$ cat config.mk
export PLATFORM = sky130hd
export DESIGN_NAME = led_arbiter
export DESIGN_NICKNAME = d
export VERILOG_FILES = /design/src/rtl/led_arbiter.sv
export SDC_FILE = /design/constraint.sdc
export NUM_CORES = 1
export LEC_CHECK = 0
export CAP_MARGIN = 10
export CORE_MARGIN = 2
export CORE_UTILIZATION = 40
export CTS_CLUSTER_DIAMETER = 50
export DETAILED_ROUTE_END_ITERATION = 6
export GPL_TIMING_DRIVEN = 0
export PLACE_DENSITY = 0.69
export SKIP_LAST_GASP = 1
export SLEW_MARGIN = 20
export SYNTH_ARGS = -nofsm -noshare
export SYNTH_HDL_FRONTEND = slang
export SYNTH_SLANG_ARGS = --single-unit
$ cat constraint.sdc
create_clock -name clk -period 5.2 [get_ports clk]
set_input_delay 0.52 -clock clk [delete_from_list [all_inputs] [get_ports clk]]
set_output_delay 0.52 -clock clk [all_outputs]
set_load 0.005 [all_outputs]
$ cat src/rtl/led_arbiter.sv
// Time-shares the 7-LED bank between display requesters with round-robin, hold and victory preemption.
// Optional eviction statistics via LED_ARBITER_STATS_EN.
module led_arbiter #(
    parameter int unsigned NREQ          = 4,
    parameter int unsigned HOLD_TICKS    = 8,
    parameter int unsigned TIMEOUT_TICKS = 64,
    parameter int unsigned CW            = 7
) (
    input  logic              clk,
    input  logic              rst,
    input  logic              tick,
    input  logic [NREQ-1:0]   req,
    input  logic [7*NREQ-1:0] leds_in,
    output logic [NREQ-1:0]   grant,
    output logic [1:0]        owner,
    output logic              busy,
    output logic [6:0]        leds_out
`ifdef LED_ARBITER_STATS_EN
    ,
    output logic [7:0]        evict_cnt
`endif
);

    localparam int unsigned OW  = 2;
    localparam int unsigned PRI = NREQ - 1;
    localparam int unsigned NRR = NREQ - 1;

    typedef enum logic [1:0] {IDLE, OWN, GAP} state_t;

    state_t          state;
    logic [CW-1:0]   cnt;
    logic [OW-1:0]   last_rr;
    logic [OW-1:0]   rr_pick;
    logic [OW-1:0]   pick;
    int unsigned     best_d;
    logic [6:0]      own_leds;
    logic            preempt;
    logic            release_c;
    logic            timeout;

    // Round-robin pick: smallest rotational distance after last_rr among set requests.
    always_comb begin
        rr_pick = '0;
        best_d  = NRR;
        for (int unsigned j = 0; j < NRR; j++) begin
            if (req[j] && ((j + NRR - 1 - 32'(last_rr)) % NRR) < best_d) begin
                best_d  = (j + NRR - 1 - 32'(last_rr)) % NRR;
                rr_pick = OW'(j);
            end
        end
        pick = req[PRI] ? OW'(PRI) : rr_pick;
    end

    always_comb begin
        own_leds = '0;
        for (int unsigned i = 0; i < NREQ; i++) begin
            if (grant[i]) own_leds = leds_in[7*i +: 7];
        end
    end

    // Exit conditions use the pre-increment counter; grant is one-hot of owner while in OWN.
    always_comb begin
        preempt   = req[PRI] && !grant[PRI];
        release_c = !(|(req & grant)) && (cnt >= CW'(HOLD_TICKS));
        timeout   = !grant[PRI] && (cnt >= CW'(TIMEOUT_TICKS))
                    && (|(req[NRR-1:0] & ~grant[NRR-1:0]));
    end

    always_ff @(posedge clk) begin
        if (rst) begin
            state     <= IDLE;
            grant     <= '0;
            owner     <= '0;
            busy      <= 1'b0;
            leds_out  <= '0;
            cnt       <= '0;
            last_rr   <= OW'(NRR - 1);
`ifdef LED_ARBITER_STATS_EN
            evict_cnt <= '0;
`endif
        end else begin
            case (state)
                OWN: begin
                    if (preempt || release_c || timeout) begin
                        state    <= GAP;
                        grant    <= '0;
                        busy     <= 1'b0;
                        leds_out <= '0;
`ifdef LED_ARBITER_STATS_EN
                        if ((preempt || timeout) && evict_cnt != 8'hFF)
                            evict_cnt <= evict_cnt + 8'd1;
`endif
                    end else begin
                        leds_out <= own_leds;
                        if (tick && cnt < CW'(TIMEOUT_TICKS))
                            cnt <= cnt + CW'(1);
                    end
                end
                default: begin
                    // IDLE and GAP arbitrate identically; GAP never lasts more than one cycle.
                    leds_out <= '0;
                    if (|req) begin
                        state <= OWN;
                        grant <= NREQ'(1) << pick;
                        owner <= pick;
                        busy  <= 1'b1;
                        cnt   <= '0;
                        if (!req[PRI]) last_rr <= rr_pick;
                    end else begin
                        state <= IDLE;
                        grant <= '0;
                        busy  <= 1'b0;
                    end
                end
            endcase
        end
    end

endmodule
## Word-level counts from Yosys, hierarchy flattened

Index checks and enable logic that the tools add are counted.
W data, S select, Z words.

- Divide/modulo/power cells: 3
- Shift-type cells: 1
- Reduce and logical (&&, ||, !) cells: 20
- Bitwise operators: 5
- Magnitude comparators: 6
- Mux-type cells: 22
- Add/sub/neg operators: 4
- Eq/ne operators: 4

Operators with widths:

| cell | count |
|---|---|
| $mod A32 B2 Y32 const B | 3 |
| $lt A32 B32 Y1 | 2 |
| $mux W32 | 2 |
| $mux W7 | 8 |
| $lt A32 B2 Y1 const B | 1 |
| $mux W4 | 3 |
| $logic_and A1 B1 Y1 | 8 |
| $mux W2 | 4 |
| $reduce_or A4 Y1 | 2 |
| $add A7 B1 Y7 const B | 1 |
| $ge A7 B4 Y1 const B | 1 |
| $ge A7 B7 Y1 const B | 1 |
| $lt A7 B7 Y1 const B | 1 |
| $ne A2 B2 Y1 const B | 3 |
| $reduce_and A3 Y1 | 2 |
| $reduce_or A3 Y1 | 2 |
| $sub A2 B2 Y3 const A | 2 |
| $mux W1 | 5 |
| $and A4 B4 Y4 | 1 |
| $shl A1 B2 Y4 const A | 1 |
| $sub A3 B2 Y4 const A | 1 |
| $and A3 B3 Y3 | 1 |
| $not A3 Y3 | 1 |
| $eq A2 B1 Y1 const B | 1 |
| 5 further kinds | 8 |

- Input port bits: 35
- Output and inout port bits: 14
- Word-level logic and storage cells: 72
- Register bits: 25

## Depth between registers and ports, before layout

- Depth after elaboration: 15
- Gate-level depth with buffers: 18
- Depth with buffers taken out: 18

## Worst setup path before layout

Ideal clock, no wire load.

- Path type: flip-flop to flip-flop
- Start: register last_rr[0]
- End: register grant[0]
- Library setup time: 135 ps
- Clock period less this slack: 3687 ps
- Cell stages (with the launch flop): 14
- Arrival time: 3552 ps
- Path slack: 1513 ps
- Data required time: 5065 ps
- Path buffers: 0
- Path through: dfxtp_1 > inv_1 > ha_1 > and3b_1 > inv_1 > ha_1 > nor2_1 > ha_1 > o211ai_1 > nor2_1 > a221oi_1 > a21oi_1 > a211oi_2 > o32ai_1

- Word-level cells in the longest chain between the ends: 15
- Elaborated cells between the ends (all ways): 20
- Those cells by class: add/sub (3); div (3); order compare (3); shift (1); mux (7); reduce/logical (3)

RTL lines:

| element | RTL line | RTL |
|---|---|---|
| start: declaration | 32 | `logic [OW-1:0] last_rr;` |
| start signal: assignment | 77 | `last_rr <= OW'(NRR - 1);` |
| start signal: assignment | 108 | `if (!req[PRI]) last_rr <= rr_pick;` |
| $sub A2 B2 Y3 | 46, 47 |  |
| $mod A32 B2 Y32 | 46, 47 |  |
| $lt A32 B2 Y1 | 46 | `if (req[j] && ((j + NRR - 1 - 32'(last_rr)) % NRR) < best_d) begin` |
| $logic_and A1 B1 Y1 | 46 |  |
| $mux W32 | 46 |  |
| $lt A32 B32 Y1 | 46 |  |
| $logic_and A1 B1 Y1 | 46 |  |
| $mux W32 | 46 |  |
| $lt A32 B32 Y1 | 46 |  |
| $logic_and A1 B1 Y1 | 46 |  |
| $mux W2 * | 46 |  |
| $mux W2 * | 51 | `pick = req[PRI] ? OW'(PRI) : rr_pick;` |
| $shl A1 B2 Y4 * | 104 | `grant <= NREQ'(1) << pick;` |
| $mux W4 * | 102 | `if (\|req) begin` |
| $mux W4 * | 82 | `case (state)` |
| end signal: assignment | 104 |  |
| end: declaration | 14 | `output logic [NREQ-1:0] grant,` |

Every way passes the cells marked *; elsewhere a longest branch is shown, timed or not.
A chain may end at the register's enable or synchronous reset.

## Worst setup path after layout

- Start: register last_rr[0]
- End: register grant[1]

Same word-level chain as after synthesis.

==> impl_metrics.yaml <==
min_path:
  worst_hold_path_type: "flop to flop"
yosys:
  yosys_warnings: 0
  synth_cells: 259
  netlist_area_sq_mm: 0.00213
  synth-edff-count: 0
  synth_area_leaders: "ha_1 (27%), dfxtp_1 (23%), a21oi_1 (5.9%), nor2_1 (4.1%), inv_1 (3.5%)"
  yosysTopAreaCell: "ha_1"
  ys_seq_area_frac: 0.226
  ys_ff_latch: 24
  synthArstFlopShare: 0
  dominantRegCellSynth: "dfxtp_1"
  synth_top_area_frac: 0.271
  synth_cell_types: 43
  avgSynthCellArea_sq_um: 8.21
clock_tree:
  cts_resized: 0
  holdBufCountCts: 0
  cts_tree: "built"
  clock-sinks: 24
  postCtsSetupRepairBufs: 0
  path_clk_slew_ns: 0.09
  htreeDepth: 1
  cts-root-buf: "clkbuf_8"
  numCtsBuffers: 3
  clock_latency_ns: 0.28
  cts_max_path_buffers: 2
layout:
  area_delta_synth_final_pct: 34.7
  drive_above_1_share: 0.0324
  fill_cells: 496
  nets: 421
  multiInputGateArea_sq_mm: 0.00166
  register_area_sq_um: 480
  stdcell_count: 409
  n_antenna_cell: 0
  final_area_sq_mm: 0.00287
  final_util: 0.561
flow_run:
  max-cap-violations: 0
placed_design:
  gp_congestion: 0.812
  placed_cells: 405
  dp.final_hpwl_um: 4010
  io_buffers: 47
  dpl_cell_area_sq_mm: 0.00279
  dp_slack_ns: 0.617
pwr:
  ir_worst_vdd_mv: 0.155
  p_leak_nw: 1.21
  power_density_mw_per_mm2: 193
  total_power_mw: 0.552
setup_path:
  path_class: "flop to flop"
  critPathArrivalTime_ns: 4.67
  crit_path_start_kind: "flop"
  end_kind: "flop"
  worstPathRequired_ns: 5.34
  path_max_fanout: 13
grt:
  grt_max_degree: 15
  grt_pass1_vias: 1930
  grt_pass1_wl_um: 8490
  grt_antenna_before_repair: 0
  grt_use_total: 0.173
  overflow: 0
sta:
  setup_tns_ns: 0
  fin_crit_sh: 0.872
  finalCriticalPeriod_ns: 4.53
  skew_ns: 0.00925
  drv_slew: 0
  rsz0062_at_grt: "no"
  hold_viol_final: 0
  fin_hold_ws_ns: 0.500
  max_slew.worst_pin.slew_ns: 0.988
  fmax_ghz: 0.221
  setup_slack_ns: 0.668
  slew_headroom: 0.339
  setup_violations: 0
route:
  antenna_left: 0
  vias: 2069
  dr.pass1.iters: 4
  vias_per_cell: 5.06
  wire_per_inst_um: 12.0
  wl_um: 4910
  drc_errors: 0
  first_iter_violations: 82
floorplan:
  start_util: 0.416
  fp-row-count: 26
  ioPinCount: 49
  core_sq_mm: 0.00511
  die-height_um: 76.9
  dieArea_sq_mm: 0.00592
  die_w_um: 76.9
run_status:
  run_status: "completed"
## cell type report
cell class,instances,area share
Multi-Input combinational cell,238,0.578
Sequential cell,24,0.168
Timing Repair Buffer,47,0.164
Tap cell,70,0.0306
Inverter,20,0.0262
Clock buffer,3,0.0144
Clock inverter,1,0.0105
Buffer,6,0.00830
## worst max-delay path, stage by stage, from the launching register on
cell and delay, ns:
dfxtp_1 0.44, inv_1 0.13, ha_1 0.33, and3b_1 0.58, inv_1 0.10, ha_1 0.21
nor2_1 0.76, ha_1 0.38, o211ai_1 0.16, nor2_1 0.06, a221oi_1 0.39, nand4_1 0.21
a211oi_2 0.49, o32ai_1 0.17
## Yosys cell counts (all sizes together) (4+ instances only)
cell type / number
ha: 46
a21oi: 25
dfxtp: 24
nor2: 23
inv: 20
o21ai: 13
nand2: 11
nor3: 11
nor2b: 10
a221oi: 8
nand3: 8
nand2b: 6
nand4: 6
clkbuf: 5
a211oi: 4
## where the power goes
part           internal [mW]  switching [mW]  leakage, nW  total (mW)
Sequential             0.192         0.00563        0.195       0.197
Clock                  0.103          0.0637       0.0357       0.167
Combinational         0.0901          0.0982        0.980       0.188
## cell families after synthesis
group                    synth area share
buffers and inverters              0.0465
multiplexers                      0.00471
XOR/XNOR                          0.00824
adder cells (fa/ha/maj)             0.271
AO/OA/AOI/OAI                       0.222
AND/OR/NAND/NOR                     0.221
other                             0.00176
flip-flops                          0.226
## registers in the layout, summed over array words and instances (netlist names)
register / flops
owner: 2
grant: 4
cnt: 7
state: 2
leds_out: 7
last_rr: 2
## layout by cell type (no fill, tap or decap), drive strengths merged, types with 2 or more instances in the layout
cell and instances:
clkdlybuf4s50 47, ha 46, conb 30, a21oi 25, dfxtp 24, nor2 23
inv 20, o21ai 13, nand2 11, nor3 11, nor2b 10, a221oi 8
nand3 8, clkbuf 8, nand2b 6, nand4 6, a211oi 4, o32ai 3
a221o 3, a31oi 3, and2 2, a22oi 2, or4 2, o21a 2
a21o 2, xnor2 2, or3 2, nor4 2
## per-layer routing
| metal | wire (um) | GRT usage | vias up |
|---|---|---|---|
| li1 | - | - | 1093 |
| met1 | 2370 | 0.226 | 946 |
| met2 | 2370 | 0.297 | 23 |
| met3 | 121 | 0.0271 | 7 |
| met4 | 54 | 0.0418 | 0 |
| met5 | 0 | 0 | - |
## path summary, 6_finish.rpt
check             start       end  slack (ns)  cells after the start
min              cnt[0]    cnt[0]        0.50                      2
max reg2reg  last_rr[0]  grant[1]        0.67                     13
min reg2reg      cnt[0]    cnt[0]        0.50                      2
max          last_rr[0]  grant[1]        0.67                     13
(Power assumes the default switching activity.)
